===== config.mk =====
export PLATFORM = sky130hd
export DESIGN_NAME = alu_seq
export DESIGN_NICKNAME = d
export VERILOG_FILES = /design/src/rtl/alu_pkg.sv /design/src/rtl/mul_shift_add.sv /design/src/rtl/alu_seq.sv
export SDC_FILE = /design/constraint.sdc
export NUM_CORES = 1
export LEC_CHECK = 0
export ABC_AREA = 1
export BUFFER_PORTS_ARGS = -buffer_cell sky130_fd_sc_hd__buf_2
export CAP_MARGIN = 20
export CORE_MARGIN = 4
export CORE_UTILIZATION = 40
export DETAILED_ROUTE_END_ITERATION = 10
export HOLD_SLACK_MARGIN = 0.15
export REMOVE_ABC_BUFFERS = 1
export SETUP_SLACK_MARGIN = 0.05
export SYNTH_ARGS = -nofsm -noshare
export SYNTH_HDL_FRONTEND = slang
export SYNTH_HIERARCHICAL = 1
export SYNTH_SLANG_ARGS = --single-unit

===== constraint.sdc =====
create_clock -name Clock -period 6.9 [get_ports Clock]
set_clock_uncertainty 0.1 [all_clocks]
set_input_delay 0.345 -clock Clock [delete_from_list [all_inputs] [get_ports Clock]]
set_output_delay 0.345 -clock Clock [all_outputs]
set_load 0.01 [all_outputs]

===== src/rtl/alu_pkg.sv =====
// Shared types for the sequential lab ALU: operation codes and FSM states.
package alu_pkg;

    // Operation select carried on the Function port
    typedef enum logic [2:0] {
        ADD  = 3'd0,
        ORR  = 3'd1,
        ANDR = 3'd2,
        CAT  = 3'd3,
        MUL  = 3'd4,
        ACC  = 3'd5,
        RSV6 = 3'd6,
        RSV7 = 3'd7
    } func_t;

    // Control FSM states (prefixed so they do not collide with func_t labels)
    typedef enum logic {
        ST_IDLE = 1'b0,
        ST_MUL  = 1'b1
    } state_t;

    // Bit counter width able to hold 0..n-1, never less than one bit
    function automatic int unsigned cnt_width(input int unsigned n);
        return (n > 1) ? $clog2(n) : 1;
    endfunction

endpackage


===== src/rtl/mul_shift_add.sv =====
// Shift-add multiplier datapath: one multiplier bit consumed per step.
module mul_shift_add
    import alu_pkg::*;
#(
    parameter int unsigned N = 4
) (
    input  logic             Clock,
    input  logic             Resetn,
    input  logic             load,
    input  logic             step,
    input  logic [N-1:0]     A,
    input  logic [N-1:0]     B,
    output logic [2*N-1:0]   product,
    output logic             last
);

    localparam int unsigned W  = 2 * N;
    localparam int unsigned CW = cnt_width(N);

    logic [W-1:0]  mcand_q, mcand_d;
    logic [N-1:0]  mplier_q, mplier_d;
    logic [W-1:0]  acc_q, acc_d;
    logic [CW-1:0] cnt_q, cnt_d;
    logic [W-1:0]  addend;

    // Next-state: load captures operands, step adds the shifted multiplicand when the current bit is set
    always_comb begin
        addend   = mplier_q[0] ? mcand_q : '0;
        product  = acc_q + addend;
        last     = (cnt_q == CW'(N - 1));
        mcand_d  = mcand_q;
        mplier_d = mplier_q;
        acc_d    = acc_q;
        cnt_d    = cnt_q;
        if (load) begin
            mcand_d  = W'(A);
            mplier_d = B;
            acc_d    = '0;
            cnt_d    = '0;
        end else if (step) begin
            mcand_d  = mcand_q << 1;
            mplier_d = mplier_q >> 1;
            acc_d    = product;
            cnt_d    = cnt_q + 1'b1;
        end
    end

    // Operand, partial-product and counter registers
    always_ff @(posedge Clock or negedge Resetn) begin
        if (!Resetn) begin
            mcand_q  <= '0;
            mplier_q <= '0;
            acc_q    <= '0;
            cnt_q    <= '0;
        end else begin
            mcand_q  <= mcand_d;
            mplier_q <= mplier_d;
            acc_q    <= acc_d;
            cnt_q    <= cnt_d;
        end
    end

endmodule


===== src/rtl/alu_seq.sv =====
// Registered lab ALU with Start/Busy/Done handshake, multi-cycle multiply and accumulator.
module alu_seq
    import alu_pkg::*;
#(
    parameter int unsigned N = 4
) (
    input  logic             Clock,
    input  logic             Resetn,
    input  logic             Start,
    input  logic [N-1:0]     A,
    input  logic [N-1:0]     B,
    input  logic [2:0]       Function,
    output logic [2*N-1:0]   ALUOut,
    output logic             Busy,
    output logic             Done
);

    localparam int unsigned W = 2 * N;

    state_t       state_q;
    logic [W-1:0] alu_out_q;
    logic         busy_q;
    logic         done_q;

    func_t        func;
    logic [W-1:0] single_res;
    logic         mul_load;
    logic         mul_step;
    logic [W-1:0] mul_product;
    logic         mul_last;

    assign func     = func_t'(Function);
    assign mul_load = (state_q == ST_IDLE) && Start && (func == MUL);
    assign mul_step = (state_q == ST_MUL);

    // Single-cycle result; MUL and reserved codes yield zero here
    always_comb begin
        single_res = '0;
        case (func)
            ADD:     single_res = W'(A) + W'(B);
            ORR:     single_res = W'(|A | |B);
            ANDR:    single_res = W'(&A & &B);
            CAT:     single_res = W'({A, B});
            ACC:     single_res = alu_out_q + W'(A);
            default: single_res = '0;
        endcase
    end

    mul_shift_add #(.N(N)) u_mul (
        .Clock   (Clock),
        .Resetn  (Resetn),
        .load    (mul_load),
        .step    (mul_step),
        .A       (A),
        .B       (B),
        .product (mul_product),
        .last    (mul_last)
    );

    // Control FSM with registered result, Busy and Done
    always_ff @(posedge Clock or negedge Resetn) begin
        if (!Resetn) begin
            state_q   <= ST_IDLE;
            alu_out_q <= '0;
            busy_q    <= 1'b0;
            done_q    <= 1'b0;
        end else begin
            done_q <= 1'b0;
            case (state_q)
                ST_IDLE: begin
                    if (Start) begin
                        if (func == MUL) begin
                            busy_q  <= 1'b1;
                            state_q <= ST_MUL;
                        end else begin
                            alu_out_q <= single_res;
                            done_q    <= 1'b1;
                        end
                    end
                end
                ST_MUL: begin
                    if (mul_last) begin
                        alu_out_q <= mul_product;
                        busy_q    <= 1'b0;
                        done_q    <= 1'b1;
                        state_q   <= ST_IDLE;
                    end
                end
                default: state_q <= ST_IDLE;
            endcase
        end
    end

    assign ALUOut = alu_out_q;
    assign Busy   = busy_q;
    assign Done   = done_q;

endmodule


==> flow_summary.ini, run 1 <==
[run_status]
run_status = completed

[sta]
timing.final.max_slew_violations = 0
setup_tns_ns = 0
finalCritPeriodShare_pct = 34.3
rsz0062_at_grt = no
fin_crit_ns = 2.37
max_slew.worst_pin.slew_ns = 0.888
slew_headroom_pct = 40.5
timing.final.setup_violations = 0
max_freq_mhz = 423
final_hold_viol_count = 0

[critical_path]
crit_path_frequent_cell = nor2_8
reg2reg_setup_slack_ns = 4.53
crit_fanout = 18
crit_path_end_kind = register
critPathTopFamily = simple AND/OR/NAND/NOR gates
reg2reg_from = mul_step$_DFF_PN0_
critPathSlowestCell = nor3_2
startpoint_type = register
slowest_delay_ns = 0.83
crit_type = reg2reg
cp.required_ns = 6.97
path_cells = nor3_2 -> nor2_8 -> nor2_8 -> inv_4 -> o22ai_1 -> a21oi_1
path_buf_inv = 1
r2r-end = u_mul/mplier_q[2]$_DFFE_PN0P_
cp.depth = 6
crit_arrival_ns = 2.43
rr_worst_depth = 6

[pwr]
clockPowerShare_pct = 19.0
p_comb_share_pct = 49.5
seqPwrFrac_pct = 31.5
p_leak_nw = 1.50
internal-power_mw = 0.663
power_switching_share_pct = 43.9
ir_drop_mv = 0.225
power_density_nw_per_um2 = 416
p_sw_mw = 0.520
total_power_mw = 1.18

[clock_network]
clockRootBuffer = clkbuf_8
clk_latency_ns = 0.29
clk_pin_slew_ns = 0.07
h-tree-depth = 2
cts_inserted_buffers = 5
clk_path_buf_depth = 2
post_cts_resized = 0
tritoncts = yes
clock_sinks = 33

[route]
post_drt_via_cell_ratio = 5.03
ant_nets = 0
wl_per_cell_um = 13.1
drt_iter0_markers = 103
drc = 0
routed_wirelength_mm = 5.60
drtPass1Iterations = 5
num_vias = 2153

[die]
pin_count = 24
die_x_um = 87.8
core_um2 = 6060
die_h_um = 87.8
fp.dieArea_um2 = 7710
start_util_pct = 42.0
rows = 28

[logic_synthesis]
synthArstFlopShare_pct = 100
synth_edf_count = 0
synth_seq_cells = 33
synthCells = 327
syn_area_um2 = 2550
synth.avg_cell_area_um2 = 7.79
ys_dominant_reg_cell = dfrtp_1
yosysSeqAreaShare_pct = 32.4
synth.distinct_cells = 38
yosys_warnings = 6

[worst_hold_path]
whs_path_depth = 2
hold_class = in2reg
whs_endpoint = u_mul/mplier_q[3]$_DFFE_PN0P_
holdCritStartpoint = B[3]

[placement]
place.gp.congestion = 0.793
port_buffers = 23
placedCellCount = 419
dp_hpwl_mm = 4.43

[cells_and_area]
n_antenna_cell = 0
final_cells = 428
nNetsFinal = 385
area_growth_pct = 11.7
drive_above_1_share_pct = 21.2

[global_routing]
grt_remaining_overflow = 0
grt_pass1_vias = 2011
grt_pass1_wl_mm = 9.70
grt_antenna_before_repair = 0
grt_max_degree = 34
grt_usage_pct = 16.2

[flow_run]
cap_violations = 0
-- Yosys cell counts, types with 2 or more instances --
cell / instances / area, um2
dfrtp_1: 33 / 826
xor2_1: 3 / 26.3
ha_1: 16 / 200
and2_1: 5 / 31.3
nand2_1: 93 / 349
a21oi_2: 17 / 149
or2_2: 2 / 12.5
nor2_8: 2 / 40.0
o22ai_1: 6 / 37.5
nand3_1: 26 / 130
nor2_1: 13 / 48.8
o211ai_1: 3 / 22.5
o21ai_0: 5 / 25.0
nand3b_1: 3 / 22.5
nor2_2: 8 / 50.1
o21ai_1: 4 / 20.0
a21oi_1: 7 / 35.0
a22o_1: 6 / 52.6
inv_2: 6 / 22.5
buf_2: 2 / 10.0
inv_1: 42 / 158
fa_1: 3 / 60.1
nand4_1: 4 / 25.0
nor3_1: 4 / 20.0
-- sequential cells by signal, summed over array words and instances, names as in the netlist --
| register | cells |
|---|---|
| u_mul/mcand_q | 8 |
| u_mul/mplier_q | 4 |
| u_mul/acc_q | 8 |
| Done | 1 |
| ALUOut | 8 |
| Busy | 1 |
| mul_step | 1 |
| u_mul/cnt_q | 2 |
-- worst reg2reg max path: stages (launching register included) --
cell	delay [ns]
dfrtp_1	0.62
nor3_2	0.83
nor2_8	0.19
nor2_8	0.23
inv_4	0.10
o22ai_1	0.12
a21oi_1	0.05
-- power by group through the flow --
stage / clock network, mW / registers (mW) / logic [mW]
6_report: 0.225 / 0.373 / 0.585
5_1_grt: 0.237 / 0.387 / 0.668
4_1_cts: 0.229 / 0.374 / 0.592
3_5_place_dp: 0 / 0.377 / 0.587
3_3_place_gp: 0 / 0.377 / 0.578
2_1_floorplan: 0 / 0.370 / 0.439
-- cell families after synthesis --
family	after synthesis	share of synthesized area, %
fa+ha+maj	19	10.2
compound gates	51	15.0
buf+inv	56	11.0
xor+xnor	3	1.03
simple gates	165	30.4
flops	33	32.4
-- how the worst max path moves through the flow --
stage / end / startpoint / slack, ns
floorplan: u_mul/mplier_q[2]$_DFFE_PN0P_ / mul_step$_DFF_PN0_ / 4.31
global placement: u_mul/mplier_q[2]$_DFFE_PN0P_ / mul_step$_DFF_PN0_ / 4.59
detailed placement: u_mul/mplier_q[2]$_DFFE_PN0P_ / mul_step$_DFF_PN0_ / 4.53
CTS: u_mul/mplier_q[2]$_DFFE_PN0P_ / mul_step$_DFF_PN0_ / 4.52
global route: u_mul/mplier_q[2]$_DFFE_PN0P_ / mul_step$_DFF_PN0_ / 4.35
finish: u_mul/mplier_q[2]$_DFFE_PN0P_ / mul_step$_DFF_PN0_ / 4.53
-- layout by cell type, fill, tap and decap left out, types with 7 or more instances in the layout --
cell	synthesis	layout
a21oi_1	7	7
a21oi_2	17	17
buf_2	2	23
dfrtp_1	33	33
ha_1	16	16
inv_1	42	42
nand2_1	93	93
nand3_1	26	26
nor2_1	13	13
nor2_2	8	8
-- per-layer routing --
metal	global-route usage, %	share of wire [%]	vias up
li1	-	-	1116
met1	23.0	50	991
met2	24.7	45	39
met3	3.29	3.8	7
met4	5.44	1.4	0
met5	0	0	-
-- final cells by class --
| class | count | area (um2) |
|---|---|---|
| flip-flops and latches | 33 | 826 |
| inverters | 50 | 216 |
| well taps | 75 | 93.8 |
| clock buffers | 5 | 68.8 |
| repair buffers | 24 | 125 |
| fillers | 610 | 3220 |
| multi-input cells | 238 | 1450 |
| clock inverters | 3 | 68.8 |
-- metrics by stage --
step	hold slack (ns)	util, %	worst slack [ns]	cell area, um2
5_1_grt	0.250	46.9	4.35	2850
2_1_floorplan	-0.0506	-	4.31	2480
3_5_place_dp	0.365	44.5	4.53	2700
6_report	0.245	46.9	4.53	2850
3_3_place_gp	0.364	44.5	4.59	2700
4_1_cts	0.242	46.9	4.52	2850
-- what timing repair did --
action,CTS,global route
hold buffers,1,0
buffers inserted,0,0
hold endpoints to repair,33,0
Power figures use the tool's default switching activity.
==> run 2, diff against run 1 <==
- clock period: 6.9 -> 2.1 ns (I/O delays scaled with it)
==> run 2 against run 1 <==
Die area unchanged. Cell count up 5.4%. Register-to-register slack worse by 4.5 ns. Setup slack worse by 4.5 ns. Clock-buffer cell count unchanged. Critical path type unchanged. Wire length up 9.1%. Utilization up 4.1 points. Fmax up 15%. Clock power rose to 2.6 times the previous value. Sequential power rose to 3.2 times the previous value.
==> flow_summary.ini, run 2 (same netlist as run 1, synthesis figures left out) <==
[run_status]
run_status = completed

[sta]
whs_ns = 0.186
slew_headroom_pct = 49.3
finalCritPeriodShare_pct = 97.5
max_slew.worst_pin.slew_ns = 0.761
final_hold_viol_count = 0
timing.final.setup_violations = 0
timing.final.max_slew_violations = 0
setup_tns_ns = 0
rsz0062_at_grt = yes
fin_crit_ns = 2.05
layout_setup_ws_ns = 0.0521
max_freq_mhz = 488

[global_routing]
grt_antenna_before_repair = 0
grt_pass1_wl_mm = 10.3
grt_max_degree = 34
grt_usage_pct = 17.1
grt_pass1_vias = 2233
grt_remaining_overflow = 0

[placement]
port_buffers = 23
place.gp.congestion = 0.936
place_area_um2 = 2790
placedCellCount = 431
dp_hpwl_mm = 4.54
pre_cts_ws_ns = -0.00638

[pwr]
p_comb_share_pct = 55.9
p_leak_nw = 1.60
internal-power_mw = 2.23
total_power_mw = 3.99
power_switching_share_pct = 44.0
ir_drop_mv = 0.827
p_sw_mw = 1.76
seqPwrFrac_pct = 29.5
power_density_nw_per_um2 = 1290
clockPowerShare_pct = 14.6

[route]
post_drt_via_cell_ratio = 5.07
routed_wirelength_mm = 6.11
ant_nets = 0
drc = 0
drtPass1Iterations = 4
drt_iter0_markers = 93
wl_per_cell_um = 13.5
num_vias = 2286

[critical_path]
crit_fanout = 2
cp.required_ns = 2.19
crit_type = reg2reg
crit_path_end_kind = register
startpoint_type = register
crit_arrival_ns = 2.14

[cells_and_area]
utilization_pct = 51.0
drive_above_1_share_pct = 27.4
final_cells = 451
final_common_cell = nand2_1
area_growth_pct = 21.4
nNetsFinal = 409
mostFrequentLayoutCells = nand2_1 (91), inv_1 (41), dfrtp_1 (33), nand3_1 (25), buf_2 (23)
final_cell_area_um2 = 3090
n_antenna_cell = 0

[clock_network]
clk_path_buf_depth = 2
cts_inserted_buffers = 5
clock_sinks = 33
clockRootBuffer = clkbuf_8
clk_latency_ns = 0.29
h-tree-depth = 2
clk_pin_slew_ns = 0.07
tritoncts = yes

[die]
rows = 28
core_um2 = 6060
pin_count = 24
start_util_pct = 42.0
die_h_um = 87.8
fp.dieArea_um2 = 7710
die_x_um = 87.8

[worst_hold_path]
hold_class = in2reg

[flow_run]
cap_violations = 0
==> run 2: changes by cell type in the layout (fill, tap and decap cells not counted), moves of 3 or more <==
| cell | delta |
|---|---|
| buf_4 | +13 |
| dlygate4sd3_1 | +10 |
| and2_1 | -3 |
| and2_4 | +3 |
| ha_1 | -3 |
| ha_4 | +3 |
==> run 2: critical path: stages (launching register included) <==
cell and delay [ns]:
dfrtp_1 0.38, nand2_1 0.08, inv_2 0.04, ha_4 0.15, fa_2 0.36, nand2_2 0.08, nand2_2 0.06, and2_4 0.13
or2_1 0.21, and2_4 0.14, a21oi_2 0.14, a21oi_2 0.06
==> run 2: power groups by stage <==
stage	combinational, mW	clock, mW	sequential (mW)
floorplan	1.44	0	1.22
global placement	2.08	0	1.17
detailed placement	2.11	0	1.18
CTS	2.16	0.599	1.17
global route	2.52	0.622	1.22
finish	2.23	0.583	1.18
==> run 2: path summary, 6_finish.rpt <==
| kind | start | end | slack (ns) | depth (start not counted) |
|---|---|---|---|---|
| setup / recovery | u_mul/mcand_q[0]$_DFFE_PN0P_ | ALUOut[4]$_DFFE_PN0P_ | 0.05 | 11 |
| hold / removal | Start | u_mul/mplier_q[3]$_DFFE_PN0P_ | 0.19 | 4 |
| setup reg to reg | u_mul/mcand_q[0]$_DFFE_PN0P_ | ALUOut[4]$_DFFE_PN0P_ | 0.05 | 11 |
| hold reg to reg | u_mul/cnt_q[0]$_DFFE_PN0P_ | u_mul/cnt_q[0]$_DFFE_PN0P_ | 0.39 | 1 |
| max in group asynchronous | Resetn | u_mul/mcand_q[0]$_DFFE_PN0P_ | 1.10 | 2 |
| min in group asynchronous | Resetn | Done$_DFF_PN0_ | 0.32 | 2 |
==> run 2: metal layers <==
| layer | GRT usage (%) | share of wire (%) |
|---|---|---|
| met5 | 0 | 0 |
| met4 | 6.83 | 1.4 |
| met3 | 3.29 | 4.3 |
| met2 | 27.3 | 48 |
| met1 | 22.9 | 46 |
==> run 2: cell type report <==
| cell class | count | area (um2) |
|---|---|---|
| Inverter | 50 | 216 |
| Tap cell | 75 | 93.8 |
| Sequential cell | 33 | 826 |
| Clock buffer | 5 | 68.8 |
| Timing Repair Buffer | 48 | 334 |
| Fill cell | 601 | 2970 |
| Clock inverter | 2 | 35.0 |
| Multi-Input combinational cell | 238 | 1520 |
==> run 2: repair_timing <==
action,CTS,global route
hold buffers,11,0
resized for setup,2,16
pin swaps,1,7
endpoints found under the setup margin,3,4
hold endpoints to repair,41,0
setup buffers,1,1
==> run 3, diff against run 2 <==
- SYNTH_HIERARCHICAL: 1 -> default
==> run 3 against run 2 <==
Total power fell by 24%. Wire length fell by 8.0%. Critical path depth did not move. Combinational power fell by 42%. Sequential share of layout area rose by 3.1 points. Synthesized cell count fell by 4.0%. Non-clock buffer count fell by 7. Via count fell by 5.3%. Sequential power fell by 6%. Fmax rose by 3.5%. Critical path type is now in2reg. Largest cell class unchanged. Largest power group unchanged.
==> flow_summary.ini, run 3 <==
[pwr]
p_comb_share_pct = 42.7
internal-power_mw = 1.82
p_sw_mw = 1.22
clockPowerShare_pct = 20.6
power_switching_share_pct = 40.1
ir_drop_mv = 0.543
power_density_nw_per_um2 = 1090
seqPwrFrac_pct = 36.7
p_leak_nw = 1.51

[route]
drt_iter0_markers = 112
wl_per_cell_um = 13.2
num_vias = 2164
ant_nets = 0
drc = 0
drtPass1Iterations = 4
post_drt_via_cell_ratio = 5.07
routed_wirelength_mm = 5.62

[logic_synthesis]
synthCells = 314
synth_largest_area_cell = dfrtp_1
synth_edf_count = 0
syn_area_um2 = 2290
synth_area_leaders = dfrtp_1 (36%), nand2_1 (15%), ha_1 (8.7%), nand3_1 (7.9%), inv_1 (6.6%)
synth.distinct_cells = 31
synth_seq_cells = 33
post-synth-top-count-cell = nand2_1
synth.avg_cell_area_um2 = 7.29
yosysSeqAreaShare_pct = 36.1
yosys_warnings = 0
synth_top_area_share_pct = 36.1
ys_dominant_reg_cell = dfrtp_1
synthTopCellsByCount = nand2_1 (91), inv_1 (40), nand3_1 (36)
synthArstFlopShare_pct = 100

[cells_and_area]
mostFrequentLayoutCells = nand2_1 (90), inv_1 (40), nand3_1 (34), dfrtp_1 (32), buf_2 (23)
final_common_cell = nand2_1
drive_above_1_share_pct = 16.3
final_cells = 427
final_cell_area_um2 = 2770
area_growth_pct = 21.1
nNetsFinal = 387
n_antenna_cell = 0

[die]
core_um2 = 5540
rows = 27
pin_count = 24
die_x_um = 83.7
die_h_um = 83.7
fp.dieArea_um2 = 7000
start_util_pct = 41.3

[critical_path]
startpoint_type = input port
crit_fanout = 3
crit_path_end_kind = register
cp.required_ns = 2.18
crit_type = in2reg
crit_arrival_ns = 2.06

[worst_hold_path]
hold_class = in2reg

[sta]
max_freq_mhz = 506
finalCritPeriodShare_pct = 94.2
slew_headroom_pct = 51.3
fin_crit_ns = 1.98
max_slew.worst_pin.slew_ns = 0.730
setup_tns_ns = 0
timing.final.max_slew_violations = 0
final_hold_viol_count = 0
timing.final.setup_violations = 0
rsz0062_at_grt = no

[global_routing]
grt_usage_pct = 16.4
grt_pass1_wl_mm = 9.40
grt_antenna_before_repair = 0
grt_remaining_overflow = 0
grt_pass1_vias = 1987
grt_max_degree = 34

[clock_network]
clockRootBuffer = clkbuf_8
tritoncts = yes
clk_latency_ns = 0.29
clk_path_buf_depth = 2
h-tree-depth = 2
clk_pin_slew_ns = 0.07
cts_inserted_buffers = 5
clock_sinks = 33

[placement]
dp_hpwl_mm = 4.11
place.gp.congestion = 0.830
place_area_um2 = 2500
placedCellCount = 408
port_buffers = 23

[flow_run]
cap_violations = 0

[run_status]
run_status = completed
[run 3: what timing repair did]
action	CTS	global route
endpoints found under the hold margin	42	0
hold buffers	9	0
pin swaps	0	2
setup endpoints to repair	2	7
gates resized for setup	2	18
setup buffers	0	2
[run 3: final timing paths]
path | start | endpoint | slack [ns] | depth (start not counted)
hold / removal | Function[1] | ALUOut[7]$_DFFE_PN0P_ | 0.16 | 6
setup reg to reg | u_mul.mplier_q[0]$_DFFE_PN0P_ | ALUOut[7]$_DFFE_PN0P_ | 0.18 | 11
setup / recovery | A[0] | ALUOut[4]$_DFFE_PN0P_ | 0.12 | 11
hold reg to reg | u_mul.cnt_q[0]$_DFFE_PN0P_ | u_mul.cnt_q[0]$_DFFE_PN0P_ | 0.38 | 1
min in group asynchronous | Resetn | Done$_DFF_PN0_ | 0.32 | 2
max in group asynchronous | Resetn | u_mul.mplier_q[0]$_DFFE_PN0P_ | 1.07 | 2
[run 3: power groups by stage]
| stage | Clock, mW | Sequential (mW) | Combinational, mW |
|---|---|---|---|
| after floorplan | 0 | 1.11 | 0.792 |
| after global placement | 0 | 1.12 | 1.19 |
| after detailed placement | 0 | 1.12 | 1.21 |
| after CTS | 0.639 | 1.11 | 1.23 |
| after global routing | 0.676 | 1.15 | 1.47 |
| final | 0.625 | 1.11 | 1.30 |
[run 3: area by class of cell]
cell class | count | area [um2]
Fill cell | 553 | 2770
Multi-Input combinational cell | 229 | 1300
Timing Repair Buffer | 41 | 270
Tap cell | 72 | 90.1
Clock buffer | 7 | 86.3
Clock inverter | 1 | 30.0
Inverter | 44 | 165
Sequential cell | 33 | 827
[run 3: kinds of logic (layout without fill, tap and decap cells)]
group | count (synthesis) | in the layout | synth area share [%]
and+or+nand+nor | 160 | 160 | 30.1
xor gates and xnor gates | 1 | 1 | 0.383
adders and majority gates | 19 | 19 | 11.4
AOI/OAI and AO/OA | 49 | 49 | 13.0
DFF | 33 | 33 | 36.1
buffers and inverters | 52 | 93 | 9.18
[run 3: metal layers]
metal / up-vias / track usage, % / routed length, um
li1: 1117 / - / -
met1: 995 / 24.2 / 2770
met2: 48 / 24.2 / 2550
met3: 4 / 3.75 / 258
met4: 0 / 3.65 / 38
met5: - / 0 / 0
[run 3: metrics by stage]
step           power, mW  hold slack, ns  utilization [%]  setup WS [ns]
6_report            3.03           0.161             50.0          0.122
5_1_grt             3.29           0.210             50.0         0.0423
4_1_cts             2.98           0.158             48.9         0.0647
3_5_place_dp        2.33           0.119             45.2         0.0324
3_3_place_gp        2.31           0.119             45.2         0.0999
2_1_floorplan       1.90          -0.291                -          0.181
[run 3: worst max-delay path: stages]
cell and delay [ns]:
dlygate4sd3_1 0.54, buf_2 0.15, ha_2 0.20, fa_1 0.37, nand2_1 0.10, a21oi_1 0.07, o21a_1 0.17, nor2_2 0.09
o21ai_1 0.08, a21oi_1 0.13, nor2_1 0.05
